`config.mk`:
```
export PLATFORM = sky130hd
export DESIGN_NAME = cpu_run_controller
export DESIGN_NICKNAME = d
export VERILOG_FILES = /design/src/rtl/cpu_run_controller.sv
export SDC_FILE = /design/constraint.sdc
export NUM_CORES = 1
export LEC_CHECK = 0
export ABC_AREA = 1
export BUFFER_PORTS_ARGS = -buffer_cell sky130_fd_sc_hd__buf_4
export CORE_MARGIN = 2
export CORE_UTILIZATION = 54
export CTS_BUF_LIST = sky130_fd_sc_hd__clkbuf_2 sky130_fd_sc_hd__clkbuf_4 sky130_fd_sc_hd__clkbuf_8
export DETAILED_ROUTE_END_ITERATION = 10
export GPL_TIMING_DRIVEN = 1
export PLACE_DENSITY = 0.91
export SLEW_MARGIN = 20
export SYNTH_ARGS = -nofsm -noshare
export SYNTH_HDL_FRONTEND = slang
export SYNTH_SLANG_ARGS = --single-unit
```
`constraint.sdc`:
```
create_clock -name clk -period 2.5 [get_ports clk]
set_clock_uncertainty 0.05 [all_clocks]
set_input_delay 0.125 -clock clk [delete_from_list [all_inputs] [get_ports clk]]
set_output_delay 0.125 -clock clk [all_outputs]
set_load 0.05 [all_outputs]
```
`src/rtl/cpu_run_controller.sv`:
```
// cpu_run_controller: run / halt / single-step sequencer for the CPU core.
// Produces a one-cycle cpu_en qualifier in the single clk domain, with a
// programmable rate divider in RUN and a wrapping executed-instruction count.
// Optional breakpoint halt is built when CPU_RUN_BREAKPOINT_EN is defined;
// otherwise bp_adrs/bp_valid are ignored and bp_hit is tied low.
module cpu_run_controller #(
  parameter int DIV_W = 24,
  parameter int CNT_W = 32
) (
  input  logic             clk,
  input  logic             reset_n,
  input  logic             run_req,
  input  logic             step_req,
  input  logic             halt_req,
  input  logic [DIV_W-1:0] div_sel,
  input  logic [31:0]      pc,
  input  logic [31:0]      bp_adrs,
  input  logic             bp_valid,
  output logic             cpu_en,
  output logic [1:0]       state,
  output logic [CNT_W-1:0] inst_cnt,
  output logic             bp_hit
);

  typedef enum logic [1:0] {
    S_HALT = 2'd0,
    S_RUN  = 2'd1,
    S_STEP = 2'd2
  } state_e;

  state_e           cur, nxt;
  logic [DIV_W-1:0] cnt;
  logic             step_prev;
  logic             first_tick;
  logic             step_rise;
  logic             tick;
  logic             bp_block;
  logic             enter_run;
  logic             enter_step;

  assign step_rise  = step_req & ~step_prev;
  // >= rather than == so a mid-run drop of div_sel ticks at once instead of wrapping
  assign tick       = (cur == S_RUN) && (cnt >= div_sel);
  assign enter_run  = (cur == S_HALT) && (nxt == S_RUN);
  assign enter_step = (cur == S_HALT) && (nxt == S_STEP);

`ifdef CPU_RUN_BREAKPOINT_EN
  logic bp_hit_q;

  // first_tick lets the instruction sitting on the breakpoint run after a resume
  assign bp_block = tick & bp_valid & (pc == bp_adrs) & ~first_tick;
  assign bp_hit   = bp_hit_q;

  // Sticky breakpoint flag, cleared whenever HALT is left
  always_ff @(posedge clk or negedge reset_n) begin
    if (!reset_n)                  bp_hit_q <= 1'b0;
    else if (enter_run | enter_step) bp_hit_q <= 1'b0;
    else if (bp_block)             bp_hit_q <= 1'b1;
  end
`else
  logic bp_unused;

  assign bp_unused = ^{bp_valid, pc, bp_adrs, first_tick};
  assign bp_block  = 1'b0;
  assign bp_hit    = 1'b0;
`endif

  // State register
  always_ff @(posedge clk or negedge reset_n) begin
    if (!reset_n) cur <= S_HALT;
    else          cur <= nxt;
  end

  // Next state: halt beats run beats step; STEP always lasts one cycle
  always_comb begin
    nxt = cur;
    case (cur)
      S_HALT: begin
        if (halt_req)       nxt = S_HALT;
        else if (run_req)   nxt = S_RUN;
        else if (step_rise) nxt = S_STEP;
      end
      S_RUN:  if (halt_req | ~run_req | bp_block) nxt = S_HALT;
      S_STEP: nxt = S_HALT;
      default: nxt = S_HALT;
    endcase
  end

  // Outputs decoded from current state and prescale count
  always_comb begin
    cpu_en = 1'b0;
    state  = cur;
    if (cur == S_STEP)          cpu_en = 1'b1;
    else if (tick & ~bp_block)  cpu_en = 1'b1;
  end

  // Prescaler, first-tick flag, step edge history and instruction counter
  always_ff @(posedge clk or negedge reset_n) begin
    if (!reset_n) begin
      cnt        <= '0;
      first_tick <= 1'b0;
      step_prev  <= 1'b0;
      inst_cnt   <= '0;
    end else begin
      step_prev <= step_req;
      if (cpu_en) inst_cnt <= inst_cnt + CNT_W'(1);
      if (enter_run) begin
        cnt        <= '0;
        first_tick <= 1'b1;
      end else if (cur == S_RUN) begin
        if (tick) begin
          cnt        <= '0;
          first_tick <= 1'b0;
        end else begin
          cnt <= cnt + DIV_W'(1);
        end
      end else begin
        cnt <= '0;
      end
    end
  end

endmodule

```
==> impl_results.md, run 1 <==
- Final net count: 794
- Pin count of the biggest net entering global routing: 60
- Hold WC Path Type: input port to async pin
- DR DRC count: 0
- Most instantiated library cell after synthesis: nand2_1
- Clk_lat worst skew: 0.35 ns
- Endpoint type of the worst setup path: output port
- Vias in the first global route: 3959
- Met2 Track Usage GR: 0.456
- H-Tree Depth: 3
- Final Cell Area: 5160 sq um
- Final WS setup: 0.0900 ns
- Worst EP required: 2.33 ns
- First-pass GRT wire length: 18000 um
- Diode count: 0
- Antenna viol nets, final: 0
- Layout cell share with drive strength beyond 1: 0.168
- Die Y-Extent: 92.0 um
- Warnings from Yosys: 0
- Crit path DAT: 2.23 ns
- Vias per cell: 5.24
- # IOs: 130
- Cell Area, Synth: 4180 sq um
- Sink Count: 59
- DRT iter0 DRCs: 227
- Congestion Overflow GR: 0
- Post-synth top cells: 188 x nand2_1, 80 x nor2_1, 70 x inv_1
- Sequential cell area fraction in the yosys report: 0.353
- Lkg Pwr: 0.00266 uW
- Relative slew slack: 0.500
- CP Max Fanout: 5
- Die width: 92.0 um
- Placed Instances: 749
- Number of port buffers: 63
- Reg2reg start: cnt[17]
- Detailed Routing Iterations Pass 1: 7
- CP Launch Point: cnt[17]
- Worst reg2reg path endpoint: inst_cnt[10]
- Post-Syn Area per Cell: 7.07 sq um
- Worst Setup Start Kind: flop
- Peak supply drop: 499 uV
- Area growth, synth to finish: 23.5%
- Met3 Resource Use GR: 0.0386
- Asr flop ratio synth: 1.00
- FILL cells: 651
- # setup viols final: 0
- Pwr/cell area: 429 nW/um^2
- Num CTS Buffers: 9
- Busiest layer in global routing: met2
- Routability cong.: 0.910
- Initial antenna violation count: 0
- Row count: 32
- Max-cap viol count: 0
- Global Route met1 Usage: 0.342
- Die Area: 8460 sq um
- Worst-case clock buffer depth: 2
- Number of synthesized register bits: 59
- Synth Instances: 591
- EDFF count, synth: 0
- RSZ-0062 raised after global routing: true
- Pwr Total: 2210 uW
- Top_reg_cell synth: dfrtp_1
- CTS clock-pin slew for the worst setup and hold paths: 0.07 ns
- Max-slew violations: 0
- Layout Cells excl Fill: 781
- Fin. Hold Viols: 0
- Reg2Reg Setup Slack: 0.14 ns
- Synth unique cells: 28
- Detailed-placement wirelength estimate: 7900 um
- Area fraction of the dominant cell type after synthesis: 0.353
- GRT Total Usage: 0.265
- Syn_nets: 711
- Area post-placement: 4750 sq um
- Final wirelength: 10800 um
- Worst slew pin tran: 0.750 ns
- Max Fclk: 415 MHz
- DR vias: 4096
- Fin crit period: 2.41 ns
- Area leader, netlist: dfrtp_1
- Synth top area cells: dfrtp_1 35%, nand2_1 17%, ha_1 7.8%
- WL/cell: 13.8 um
- Core footprint: 7610 sq um
- Root Driver: clkbuf_8
- Setup Slack @ Placement: 0.108 ns
- Period utilisation layout: 0.964
- Number of cells on the worst reg-to-reg path: 14
- Outcome: finished clean
- Initial core utilization: 0.550
- WS Path Type: flop to output port
- CTS tree: done
[cells in the final DEF, fill, tap and decap left out, types with 2 or more instances in the layout]
master         count
a21oi_1            6
buf_4             75
buf_6              2
clkbuf_8          10
clkinv_2           3
dfrtp_1           55
dfrtp_2            4
dlygate4sd3_1      5
ha_1              23
ha_4               3
inv_1             70
nand2_1          187
nand2_2            3
nand2_8            2
nand3_1           57
nand4_1            8
nor2_1            78
nor2_2             3
nor3_1            20
nor3b_1            2
nor4_1             4
o21ai_0            2
xnor2_1           16
xor2_1            29
[registers in the layout, indices dropped and copies added, names as in the netlist]
signal     cells
inst_cnt      32
cnt           24
state          2
step_prev      1
[routing by layer]
metal / routed length [um] / up-vias
met5: 0 / -
met4: 190 / 0
met3: 601 / 16
met2: 5380 / 130
met1: 4590 / 1927
li1: - / 2023
[per-stage QoR]
stage	utilization	hold WS, ns	setup TNS (ns)
after floorplan	-	-0.221	0
after global placement	0.624	0.184	0
after detailed placement	0.624	0.192	0
after CTS	0.663	0.361	0
after global routing	0.678	0.388	-0.174
final	0.678	0.337	0
[power by group]
group	leakage (uW)	internal (uW)	switching [uW]
clock network	0.000103	493	389
registers	0.000810	979	39.9
logic	0.00174	110	202
total	0.00266	1580	632
[worst max-delay path, stage by stage, from the launching register on]
cell	delay, ns
dfrtp_2	0.48
ha_4	0.30
nand2_2	0.04
nor2_1	0.08
nand2_1	0.10
nor2_2	0.16
nand2_1	0.09
nor2_1	0.10
nand2_1	0.08
nand2_2	0.13
nand2_8	0.08
nand2_8	0.09
buf_8	0.14
[cells by family (layout without fill, tap and decap cells)]
logic type | Yosys count | in the layout | share of synthesized area
and+or+nand+nor | 368 | 368 | 0.378
buffers and inverters | 82 | 170 | 0.0826
DFF | 59 | 59 | 0.353
xor gates and xnor gates | 45 | 45 | 0.0943
adders and majority gates | 26 | 26 | 0.0778
AOI/OAI and AO/OA | 10 | 10 | 0.0129
other | 1 | 1 | 0.000897
[timing repair]
action                                 CTS  global route
setup endpoints to repair                1            35
setup buffers                            3             8
endpoints found under the hold margin   62             0
pin swaps                                1             8
resized for setup                        5            11
hold buffers                             5             0
[worst max path at each step]
stage                    to  depth (start not counted)
4_1_cts              cpu_en                         12
6_report             cpu_en                         12
2_1_floorplan  inst_cnt[24]                          8
5_1_grt              cpu_en                         12
3_3_place_gp        cnt[18]                         12
3_5_place_dp         cnt[6]                         12
[final cells by class]
class                      instances  area [sq um]  share of cell area
clock buffer                      11           145              0.0281
inverter                          70           263              0.0509
tap                              102           128              0.0247
multi-input combinational        450          2420               0.469
timing repair buffer              84           671               0.130
clock inverter                     5          52.6              0.0102
sequential                        59          1480               0.287
No activity file was read; power rests on OpenSTA's default activity.
==> run 2, diff against run 1 <==
==> constraint.sdc (replaced) <==
create_clock -name clk -period 2.4 [get_ports clk]
set_clock_uncertainty 0.05 [all_clocks]
set_input_delay 0.12 -clock clk [delete_from_list [all_inputs] [get_ports clk]]
set_output_delay 0.12 -clock clk [all_outputs]
set_load 0.05 [all_outputs]
==> impl_results.md, run 2 (synthesized netlist as in run 1, its figures left out) <==
- Outcome: finished clean
- Die Area: 8460 sq um
- GRT Total Usage: 0.264
- Pin count of the biggest net entering global routing: 60
- DRT iter0 DRCs: 357
- Die width: 92.0 um
- Crit path DAT: 2.17 ns
- WS Path Type: flop to output port
- H-Tree Depth: 3
- Worst slew pin tran: 0.745 ns
- Worst EP required: 2.23 ns
- Max-slew violations: 0
- Fin crit period: 2.34 ns
- Setup Slack @ Placement: 0.0974 ns
- DR DRC count: 0
- Vias in the first global route: 4051
- Fin. Hold Viols: 0
- Lkg Pwr: 0.00268 uW
- Final wirelength: 11000 um
- Worst Setup Start Kind: flop
- Clk_lat worst skew: 0.35 ns
- Peak supply drop: 358 uV
- CP Max Fanout: 4
- Period utilisation layout: 0.975
- First-pass GRT wire length: 18200 um
- # setup viols final: 0
- Antenna viol nets, final: 0
- Commonest cells after routing, fill and taps aside: 185 x nand2_1, 79 x buf_4, 77 x nor2_1
- Pwr/cell area: 444 nW/um^2
- Sink Count: 59
- Commonest non-fill, non-tap cell in the layout: nand2_1
- Final core occ: 0.682
- Core footprint: 7610 sq um
- Number of cells on the worst reg-to-reg path: 15
- Layout cell share with drive strength beyond 1: 0.172
- Diode count: 0
- Max reg flops: 32
- Reg2Reg Setup Slack: 0.14 ns
- Hold WC Path Type: input port to async pin
- Worst reg2reg path endpoint: inst_cnt[27]
- Final net count: 797
- WL/cell: 14.0 um
- Routability cong.: 0.902
- Endpoint type of the worst setup path: output port
- Max Fclk: 427 MHz
- Congestion Overflow GR: 0
- # IOs: 130
- Row count: 32
- Worst-case clock buffer depth: 2
- Largest Register: inst_cnt
- Initial core utilization: 0.550
- RSZ-0062 raised after global routing: true
- Final WS setup: 0.0607 ns
- DR vias: 4168
- Reg2reg start: cnt[19]
- Die Y-Extent: 92.0 um
- Initial antenna violation count: 0
- Area growth, synth to finish: 24.2%
- Root Driver: clkbuf_8
- FILL cells: 626
- Relative slew slack: 0.503
- Detailed-placement wirelength estimate: 8080 um
- CTS clock-pin slew for the worst setup and hold paths: 0.07 ns
- Num CTS Buffers: 9
- Vias per cell: 5.32
- Number of port buffers: 63
- Max-cap viol count: 0
- CTS tree: done
- Detailed Routing Iterations Pass 1: 5
==> run 2: changes by cell type in the layout (fill, tap and decap cells not counted), moves of 2 or more <==
cell / previous run / this run
buf_4: 75 / 79
clkinvlp_4: 1 / 3
nor2_4: 1 / 3
dfrtp_2: 4 / 1
nand2_4: 0 / 2
nand2_1: 187 / 185
clkinv_2: 3 / 1
dfrtp_1: 55 / 58
==> run 2: cell type report <==
type	instances	area [sq um]	area share
multi-input combinational	450	2430	0.469
sequential	59	1480	0.285
timing repair buffer	87	689	0.133
inverter	70	263	0.0506
clock buffer	10	131	0.0253
tap	102	128	0.0246
clock inverter	6	66.3	0.0128
==> run 2: worst max path at each step <==
stage,end,cells after the start,startpoint
floorplan,inst_cnt[24],8,inst_cnt[1]
global placement,cnt[17],12,cnt[19]
detailed placement,cnt[19],12,cnt[21]
CTS,cpu_en,12,cnt[23]
global route,cpu_en,12,cnt[19]
finish,cpu_en,12,cnt[19]
==> run 2: power by group <==
| part | switching [uW] | internal (uW) | leakage (uW) | total [uW] |
|---|---|---|---|---|
| Clock | 425 | 490 | 0.0000919 | 915 |
| Sequential | 44.5 | 1020 | 0.000815 | 1060 |
| Combinational | 210 | 117 | 0.00178 | 327 |
==> run 2: routing by layer <==
metal,global-route usage,wire [um]
met5,0,0
met4,0.0908,260
met3,0.0329,637
met2,0.458,5390
met1,0.342,4670
==> run 2: repair_timing <==
item / CTS / global route
pin swaps: 2 / 8
hold endpoints to repair: 62 / 0
buffers inserted: 5 / 6
gates resized for setup: 5 / 12
hold buffers: 5 / 0
endpoints found under the setup margin: 1 / 47
==> run 2: worst max-delay path, stage by stage, from the launching register on <==
cell and delay [ns]:
dfrtp_1 0.40, ha_1 0.31, nand2_1 0.09, nor2_2 0.13, nand2_2 0.09, nor2_4 0.11
nand2_2 0.07, nor2_1 0.10, nand2_1 0.08, nand2_2 0.10, nand2_4 0.09, nand2_8 0.09
buf_8 0.16
==> run 2: stage by stage <==
step	total power (uW)	instances	hold WS (ns)	instance area, sq um	TNS (ns)
after detailed placement	1390	752	0.187	4770	0
after floorplan	1270	591	-0.226	4180	0
after global routing	2390	784	0.383	5190	-0.119
after global placement	1380	752	0.176	4770	0
final	2310	784	0.344	5190	0
after CTS	2310	778	0.368	5080	0
